===== src/rtl/noc_pkg.sv =====
// noc_pkg: shared flit-field constants and egress FSM state type
package noc_pkg;
  localparam int DWIDTH = 16;
  localparam int ADDR_W = 6;
  localparam int DEST_MSB = DWIDTH - 1;
  localparam int DEST_LSB = DWIDTH - ADDR_W;
  typedef enum logic [1:0] {IDLE, SEND, STALL} state_t;
endpackage


===== src/rtl/spine_egress_buffer_if.sv =====
// spine_egress_buffer_if: spine-side input, link handshake and status bundle
interface spine_egress_buffer_if #(
  parameter int DWIDTH = 16,
  parameter int DEPTH = 8,
  parameter int CNT_W = 16
);
  import noc_pkg::*;
  logic [DWIDTH-1:0] in_data, out_data;
  logic in_valid, out_valid, out_ready, fifo_full, fifo_empty, overflow, stall_err, clear_err;
  logic [ADDR_W-1:0] out_dest_addr;
  logic [$clog2(DEPTH):0] fifo_level;
  logic [CNT_W-1:0] drop_cnt;
  modport master (
    output in_data, in_valid, out_ready, clear_err,
    input out_data, out_valid, out_dest_addr, fifo_level, fifo_full, fifo_empty, drop_cnt, overflow, stall_err
  );
  modport slave (
    input in_data, in_valid, out_ready, clear_err,
    output out_data, out_valid, out_dest_addr, fifo_level, fifo_full, fifo_empty, drop_cnt, overflow, stall_err
  );
endinterface


===== src/rtl/sync_fifo.sv =====
// sync_fifo: circular FIFO with show-ahead head; caller must not push when full without a pop
module sync_fifo #(
  parameter int WIDTH = 16,
  parameter int DEPTH = 8,
  localparam int AW = $clog2(DEPTH)
) (
  input  logic             clk,
  input  logic             rst,
  input  logic             i_push,
  input  logic             i_pop,
  input  logic [WIDTH-1:0] i_data,
  output logic [WIDTH-1:0] o_data,
  output logic [AW:0]      o_level,
  output logic             o_full,
  output logic             o_empty
);
  logic [WIDTH-1:0] r_mem [DEPTH];
  logic [AW-1:0] r_wr, r_rd;
  logic [AW:0] r_level;
  // pointers wrap naturally because DEPTH is a power of two
  always_ff @(posedge clk) begin
    if (rst) begin
      r_wr <= '0;
      r_rd <= '0;
      r_level <= '0;
    end else begin
      if (i_push) r_wr <= r_wr + 1'b1;
      if (i_pop) r_rd <= r_rd + 1'b1;
      r_level <= r_level + (AW+1)'(i_push) - (AW+1)'(i_pop);
    end
  end
  // storage needs no reset; occupancy tracking makes stale entries unreachable
  always_ff @(posedge clk) begin
    if (i_push) r_mem[r_wr] <= i_data;
  end
  assign o_data = r_mem[r_rd];
  assign o_level = r_level;
  assign o_full = r_level == (AW+1)'(DEPTH);
  assign o_empty = r_level == '0;
endmodule


===== src/rtl/spine_egress_buffer.sv =====
// spine_egress_buffer: absorbs a no-backpressure spine output and drives a valid/ready link
module spine_egress_buffer #(
  parameter int DWIDTH = noc_pkg::DWIDTH,
  parameter int DEPTH = 8,
  parameter int STALL_LIMIT = 64,
  parameter int CNT_W = 16
) (
  input logic clk,
  input logic reset,
  spine_egress_buffer_if.slave bus
);
  import noc_pkg::*;
  localparam int AW = $clog2(DEPTH);
  localparam int SW = $clog2(STALL_LIMIT + 1);
  logic [DWIDTH-1:0] w_head, r_data;
  logic [AW:0] w_level;
  logic w_full, w_empty, w_pop, w_push, w_drop, w_hs, w_stall;
  logic r_valid, r_ovf, r_stall_err;
  logic [SW-1:0] r_cnt;
  logic [CNT_W-1:0] r_drop;
  state_t r_state, w_next;
  assign w_hs = r_valid && bus.out_ready;
  assign w_stall = r_valid && !bus.out_ready;
  assign w_pop = !w_empty && (!r_valid || bus.out_ready);
  assign w_push = bus.in_valid && (!w_full || w_pop);
  assign w_drop = bus.in_valid && !w_push;
  sync_fifo #(.WIDTH(DWIDTH), .DEPTH(DEPTH)) u_fifo (
    .clk,
    .rst(reset),
    .i_push(w_push),
    .i_pop(w_pop),
    .i_data(bus.in_data),
    .o_data(w_head),
    .o_level(w_level),
    .o_full(w_full),
    .o_empty(w_empty)
  );
  // output register: reload from the FIFO head whenever it is free or being taken
  always_ff @(posedge clk) begin
    if (reset) begin
      r_valid <= 1'b0;
      r_data <= '0;
    end else if (w_pop) begin
      r_valid <= 1'b1;
      r_data <= w_head;
    end else if (bus.out_ready) r_valid <= 1'b0;
  end
  // link state: idle until a load, stall after STALL_LIMIT unaccepted cycles
  always_comb begin
    w_next = r_state;
    w_next = (r_state == IDLE || w_hs) ? (w_pop ? SEND : IDLE)
           : (r_state == SEND && w_stall && r_cnt >= SW'(STALL_LIMIT - 1)) ? STALL : r_state;
  end
  // state register, saturating stall counter and sticky error flags
  always_ff @(posedge clk) begin
    if (reset) begin
      r_state <= IDLE;
      r_cnt <= '0;
      r_drop <= '0;
      r_ovf <= 1'b0;
      r_stall_err <= 1'b0;
    end else begin
      r_state <= w_next;
      r_cnt <= !w_stall ? '0 : (r_cnt == SW'(STALL_LIMIT)) ? r_cnt : r_cnt + 1'b1;
      r_drop <= bus.clear_err ? CNT_W'(w_drop) : (w_drop && r_drop != '1) ? r_drop + 1'b1 : r_drop;
      r_ovf <= w_drop || (r_ovf && !bus.clear_err);
      r_stall_err <= bus.clear_err ? 1'b0 : (w_next == STALL) || r_stall_err;
    end
  end
  assign bus.out_valid = r_valid;
  assign bus.out_data = r_data;
  assign bus.out_dest_addr = r_data[DWIDTH-1 -: ADDR_W];
  assign bus.fifo_level = w_level;
  assign bus.fifo_full = w_full;
  assign bus.fifo_empty = w_empty;
  assign bus.drop_cnt = r_drop;
  assign bus.overflow = r_ovf;
  assign bus.stall_err = r_stall_err;
endmodule


===== src/flat_wrapper.sv =====
// flat-port wrapper written by rule: the top's interface ports become plain ports
module spine_egress_buffer_flat import noc_pkg::*;
#(
  parameter int DWIDTH = noc_pkg::DWIDTH,
  parameter int DEPTH = 8,
  parameter int STALL_LIMIT = 64,
  parameter int CNT_W = 16
)
  (clk, reset, bus_in_data, bus_in_valid, bus_out_ready, bus_clear_err, bus_out_data, bus_out_valid, bus_out_dest_addr, bus_fifo_level, bus_fifo_full, bus_fifo_empty, bus_drop_cnt, bus_overflow, bus_stall_err);
  spine_egress_buffer_if #(.DWIDTH(DWIDTH), .DEPTH(DEPTH), .CNT_W(CNT_W)) bus_i ();
  input logic clk;
  input logic reset;
  input wire logic [$bits(bus_i.in_data)-1:0] bus_in_data;
  input wire logic [$bits(bus_i.in_valid)-1:0] bus_in_valid;
  input wire logic [$bits(bus_i.out_ready)-1:0] bus_out_ready;
  input wire logic [$bits(bus_i.clear_err)-1:0] bus_clear_err;
  output wire logic [$bits(bus_i.out_data)-1:0] bus_out_data;
  output wire logic [$bits(bus_i.out_valid)-1:0] bus_out_valid;
  output wire logic [$bits(bus_i.out_dest_addr)-1:0] bus_out_dest_addr;
  output wire logic [$bits(bus_i.fifo_level)-1:0] bus_fifo_level;
  output wire logic [$bits(bus_i.fifo_full)-1:0] bus_fifo_full;
  output wire logic [$bits(bus_i.fifo_empty)-1:0] bus_fifo_empty;
  output wire logic [$bits(bus_i.drop_cnt)-1:0] bus_drop_cnt;
  output wire logic [$bits(bus_i.overflow)-1:0] bus_overflow;
  output wire logic [$bits(bus_i.stall_err)-1:0] bus_stall_err;
  assign bus_i.in_data = bus_in_data;
  assign bus_i.in_valid = bus_in_valid;
  assign bus_i.out_ready = bus_out_ready;
  assign bus_i.clear_err = bus_clear_err;
  assign bus_out_data = bus_i.out_data;
  assign bus_out_valid = bus_i.out_valid;
  assign bus_out_dest_addr = bus_i.out_dest_addr;
  assign bus_fifo_level = bus_i.fifo_level;
  assign bus_fifo_full = bus_i.fifo_full;
  assign bus_fifo_empty = bus_i.fifo_empty;
  assign bus_drop_cnt = bus_i.drop_cnt;
  assign bus_overflow = bus_i.overflow;
  assign bus_stall_err = bus_i.stall_err;
  spine_egress_buffer #(.DWIDTH(DWIDTH), .DEPTH(DEPTH), .STALL_LIMIT(STALL_LIMIT), .CNT_W(CNT_W)) u_core (.clk(clk), .reset(reset), .bus(bus_i));
endmodule

===== config.mk =====
export PLATFORM = sky130hd
export DESIGN_NAME = spine_egress_buffer_flat
export DESIGN_NICKNAME = d
export VERILOG_FILES = /design/src/rtl/noc_pkg.sv /design/src/rtl/spine_egress_buffer_if.sv /design/src/rtl/sync_fifo.sv /design/src/rtl/spine_egress_buffer.sv /design/src/flat_wrapper.sv
export SDC_FILE = /design/constraint.sdc
export NUM_CORES = 1
export LEC_CHECK = 0
export CORE_MARGIN = 8
export CORE_UTILIZATION = 49
export DETAILED_ROUTE_END_ITERATION = 12
export PLACE_DENSITY = 0.68
export SLEW_MARGIN = 20
export SYNTH_ARGS = -nofsm -noshare
export SYNTH_HDL_FRONTEND = slang
export SYNTH_SLANG_ARGS = --single-unit
export TNS_END_PERCENT = 50

===== constraint.sdc =====
create_clock -name clk -period 6.2 [get_ports clk]
set_input_delay 1.24 -clock clk [delete_from_list [all_inputs] [get_ports clk]]
set_output_delay 1.24 -clock clk [all_outputs]
set_load 0.1 [all_outputs]

Word level (Yosys, flattened, before mapping)
Memory sizes are Yosys's and may differ from the RTL's. A register that Yosys moved wholly into a read port is not among the register bits.
Index checks and enable logic that the tools add are counted.
{"block": "totals", "ff_bits": 38, "ramBits": 128, "in_bits": 21, "out_inout_bits": 47, "elab_cells": 59, "memories": 1}
{"block": "classes", "add_sub_neg": 6, "order_cmp": 1, "n_eq_ne": 5, "mux": 9, "n_bitwise": 1, "n_reduce_logical": 26}
{"name": "u_core.u_fifo.r_mem", "words": 8, "width": 16, "read_ports": 1, "rd_clocked_by_memory_dff": 1, "write_ports": 1, "line": "sync_fifo.sv:17", "rtl": "logic [WIDTH-1:0] r_mem [DEPTH];"}
{"operator": "$add A16 B1 Y16 const B", "count": 1}
{"operator": "$ne A16 B16 Y1 const B", "count": 1}
{"operator": "$logic_and A1 B1 Y1", "count": 9}
{"operator": "$add A7 B1 Y7 const B", "count": 1}
{"operator": "$eq A7 B7 Y1 const B", "count": 1}
{"operator": "$ge A7 B6 Y1 const B", "count": 1}
{"operator": "$mux W1", "count": 7}
{"operator": "$add A3 B1 Y3 const B", "count": 2}
{"operator": "$logic_not A1 Y1", "count": 6}
{"operator": "$logic_or A1 B1 Y1", "count": 5}
{"operator": "$add A4 B1 Y4", "count": 1}
{"operator": "$eq A4 B4 Y1 const B", "count": 1}
{"operator": "$logic_not A4 Y1", "count": 1}
{"operator": "$mux W2", "count": 2}
{"operator": "$reduce_bool A2 Y1", "count": 2}
{"operator": "$reduce_or A2 Y1", "count": 2}
{"operator": "$sub A4 B1 Y4", "count": 1}
{"operator": "$eq A2 B1 Y1 const B", "count": 1}
{"operator": "$eq A2 B2 Y1 const B", "count": 1}
{"operator": "$logic_not A2 Y1", "count": 1}
{"operator": "$not A1 Y1", "count": 1}

Logic depth before layout (Yosys ltp)
{"block": "logic_depth", "word_depth": 10, "ltp_mapped": 13}

By module
A second synthesis with hierarchy kept.
{"block": "unflattened", "hier_cells": 503, "area_unflattened_um2": 7604.8}
{"mod": "sync_fifo", "n_inst": 1, "cells_each": 255, "area_each_um2": 5541.6, "seq_area_each_um2": 4103.9}
{"mod": "spine_egress_buffer", "n_inst": 1, "cells_each": 248, "area_each_um2": 2063.2, "seq_area_each_um2": 880.8}

Worst setup path after synthesis
OpenSTA, ideal clock, no wires.
{"block": "synth_path", "kind": "reg-to-reg", "start": "register u_core.u_fifo.r_level[2] (netlist: u_core.u_fifo.o_level[2])", "end": "memory u_core.u_fifo.r_mem[0][0], enable pin", "setup_time_ns": 0.430, "arrival_ns": 4.023, "required_time_ns": 5.770, "setup_slack_ns": 1.747, "path_stages_with_launch": 8, "path_buffers": 0, "period_less_slack_ns": 4.453, "path_cell_list": "dfxtp_1 -> inv_1 -> ha_1 -> or3b_4 -> inv_1 -> o21ai_0 -> nand2_1 -> nor4_1"}
{"block": "synth_between", "word_cells_on_any_way": 9, "classes_between": "eq/ne: 1; mux: 2; reduce/logical: 6"}
{"element": "start, declared", "line": "sync_fifo.sv:19", "rtl": "logic [AW:0] r_level;"}
{"element": "start signal, assigned", "line": "sync_fifo.sv:29", "rtl": "r_level <= r_level + (AW+1)'(i_push) - (AW+1)'(i_pop);"}
{"element": "$eq A4 B4 Y1", "line": "sync_fifo.sv:38", "rtl": "assign o_full = r_level == (AW+1)'(DEPTH);"}
{"element": "named net bus_fifo_full", "line": "flat_wrapper.sv:21", "rtl": "output wire logic [$bits(bus_i.fifo_full)-1:0] bus_fifo_full;"}
{"element": "$logic_not A1 Y1", "line": "spine_egress_buffer.sv:25", "rtl": "assign w_push = bus.in_valid && (!w_full || w_pop);"}
{"element": "$logic_or A1 B1 Y1", "line": "spine_egress_buffer.sv:25"}
{"element": "$logic_and A1 B1 Y1", "line": "spine_egress_buffer.sv:25"}
{"element": "$mux W1", "line": "sync_fifo.sv:34", "rtl": "if (i_push) r_mem[r_wr] <= i_data;"}
{"element": "$mux W1 (implied by the code)", "line": "sync_fifo.sv:34"}
{"element": "end, declared", "line": "sync_fifo.sv:17"}
The timed path passes the listed nets, and every way through them passes these cells.

Worst setup path in the final report
{"block": "layout_path", "start": "register u_core.u_fifo.r_level[2] (netlist: u_core.u_fifo.o_level[2])", "end": "output bus_fifo_empty"}
{"block": "layout_between", "elab_chain_len": 1}
{"element": "$logic_not A4 Y1", "line": "sync_fifo.sv:39", "rtl": "assign o_empty = r_level == '0;"}
{"element": "end, declared", "line": "flat_wrapper.sv:22", "rtl": "output wire logic [$bits(bus_i.fifo_empty)-1:0] bus_fifo_empty;"}
No other way between the ends.

==> flow_summary.json <==
{
  "outcome": "complete, no violations",
  "synth_area_leaders": "edfxtp_1 (52%), dfxtp_1 (15%), mux4_2 (9.8%)",
  "r2r_cells": 12,
  "ys.warnings.count": 0,
  "skew_ns": 0.0108,
  "p_per_area_mw_per_mm2": 474,
  "core_mm2": 0.0150,
  "worstPathMaxFanout": 6,
  "cts-root-buf": "clkbuf_16",
  "place.gp.congestion": 0.846,
  "die_w_um": 139,
  "cts_tree": "built",
  "syn2layout_area_growth_pct": 20.3,
  "drv_slew": 0,
  "synth_compound_area_frac": 0.0676,
  "period_minus_slack_ns": 4.14,
  "cp-end-kind": "output port",
  "globalRouteOverflowTotal": 0,
  "start_util": 0.493,
  "cp-start-kind": "flip-flop",
  "drtIter0Drc": 258,
  "synth_flop_cell": "edfxtp_1",
  "h-tree-depth": 4,
  "crit_type": "flip-flop to output port",
  "ys_seq_elements": 182,
  "diodes": 0,
  "syn-cell-area_mm2": 0.00738,
  "synth.avg_cell_area_um2": 15.1,
  "drc_errors": 0,
  "fp.dieH_um": 139,
  "worst_pin_slew_ns": 1.00,
  "min_path_cells": 2,
  "clockBufferDepth": 2,
  "grt_pass1_vias": 4576,
  "dp_hpwl_mm": 9.30,
  "final_nets": 590,
  "grt_pass1_wl_mm": 24.5,
  "final_cell_mix": "edfxtp_1 (128), clkdlybuf4s50_1 (67), dfxtp_1 (52), nor2_1 (36), mux4_2 (32)",
  "ys_async_sr_fraction": 0,
  "max_cap_viol_count": 0,
  "cts_setup_buffers": 0,
  "via_per_inst": 5.87,
  "synth_top_family_by_area": "multiplexers",
  "grt_usage": 0.163,
  "synthSimpleGateAreaFrac": 0.0812,
  "period_share": 0.668,
  "arrival_ns": 2.90,
  "synth_fa_ha_area_frac": 0.0214,
  "buffer_ports.inserted": 67,
  "cts_buffers": 17,
  "grt_max_degree": 40,
  "wl_mm": 15.1,
  "synth_edf_count": 128,
  "num_rows": 45,
  "cts_resized": 0,
  "ir_worst_vdd_mv": 0.347,
  "dieArea_mm2": 0.0193,
  "fin_tns_setup_ns": 0,
  "ios": 68,
  "p_leak_nw": 2.92,
  "firstDrtPassIters": 5,
  "hold_buffers": 0,
  "synth.area.mux_share": 0.123,
  "worstSkewPairLatency_ns": 0.43,
  "hold_class": "flip-flop to flip-flop",
  "yosysTopAreaCellShare": 0.521,
  "n_fill_cell": 1142,
  "synth_xor_area_frac": 0.0119,
  "synth_cells": 488,
  "layout-drive-gt1-share": 0.156,
  "fmax_mhz": 241,
  "utilization": 0.593,
  "antenna_found_initial": 0,
  "vias": 4448,
  "synth.distinct_cells": 49,
  "drt-wirelength-per-cell_um": 19.9,
  "clk_pin_slew_ns": 0.07,
  "yosysSeqAreaShare": 0.667,
  "worstPathRequired_ns": 4.96,
  "hold_violations": 0,
  "finalSetupViolCount": 0,
  "ant_nets": 0,
  "syn_nets": 521,
  "yosys.area.top_type": "edfxtp_1",
  "cts.sinks": 182,
  "final_common_cell": "edfxtp_1",
  "rsz0062_at_grt": "false",
  "maxSlewHeadroom": 0.330
}
worst paths after layout:
kind	from	endpoint	slack (ns)
max	u_core.u_fifo.o_level[2]	bus_fifo_empty	2.06
min	u_core.bus.overflow	u_core.bus.overflow	0.48
max reg2reg	u_core.u_fifo.o_level[2]	u_core.u_fifo.o_level[2]	3.27
min reg2reg	u_core.bus.overflow	u_core.bus.overflow	0.48
state kept, by name, summed over array words and instances (netlist names):
register               count
u_core.bus.drop_cnt       16
u_core.bus.overflow        1
u_core.u_fifo.r_mem      128
u_core.r_state             2
u_core.r_cnt               7
u_core.u_fifo.r_wr         3
u_core.bus.out_data       16
u_core.bus.stall_err       1
u_core.u_fifo.r_rd         3
u_core.bus.out_valid       1
u_core.u_fifo.o_level      4
critical path: stages (launching register included):
cell,delay [ns]
dfxtp_1,0.31
inv_1,0.10
ha_1,0.26
or3b_2,0.49
inv_1,0.15
clkdlybuf4s50_1,1.16
power breakdown:
part | leakage (nW) | internal, W | total (W) | switching (W)
combinational | 1.02 | 0.000489 | 0.00157 | 0.00108
clock | 0.303 | 0.000614 | 0.00110 | 0.000491
sequential | 1.60 | 0.00142 | 0.00153 | 0.000112
total | 2.92 | 0.00253 | 0.00421 | 0.00168
cells by family after synthesis:
kind of cell	after synthesis
buffers and inverters	45
adder cells (fa/ha/maj)	12
XOR/XNOR	10
flip-flops	182
AO/OA/AOI/OAI	72
multiplexers	51
AND/OR/NAND/NOR	116
cells in the mapped netlist, types with 8 or more instances:
| cell type | n |
|---|---|
| nand3_1 | 15 |
| dfxtp_1 | 54 |
| nor2_1 | 37 |
| nor3_1 | 8 |
| edfxtp_1 | 128 |
| a211oi_1 | 17 |
| a21oi_1 | 18 |
| or4_1 | 8 |
| inv_1 | 17 |
| mux4_2 | 32 |
| clkbuf_1 | 15 |
| o31ai_1 | 8 |
| nand2_1 | 15 |
| ha_1 | 11 |
| mux2i_1 | 19 |
layout make-up:
class | count | area (um2) | area share
clock inverter | 15 | 184 | 0.0207
clock buffer | 17 | 425 | 0.0479
multi-input combinational | 261 | 2290 | 0.258
tap | 188 | 235 | 0.0265
inverter | 17 | 63.8 | 0.00719
timing repair buffer | 78 | 753 | 0.0848
sequential | 182 | 4930 | 0.555
metal layers:
| metal | global-route usage | vias to the layer above | routed length, um |
|---|---|---|---|
| met3 | 0.0410 | 17 | 758 |
| met2 | 0.261 | 127 | 7210 |
| met1 | 0.209 | 2257 | 6860 |
| met5 | 0 | - | 0 |
| li1 | - | 2047 | - |
| met4 | 0.0670 | 0 | 257 |
stage by stage:
step,hold WS (ns),instances,instance area (um2),power (W),setup WS [ns]
after floorplan,0.478,488,7380,0.00279,1.75
after global placement,0.463,726,8270,0.00312,2.48
after detailed placement,0.469,726,8270,0.00314,2.38
after CTS,0.481,758,8880,0.00425,2.04
after global routing,0.518,758,8880,0.00438,1.91
final,0.480,758,8880,0.00421,2.06
(Power assumes the default switching activity.)
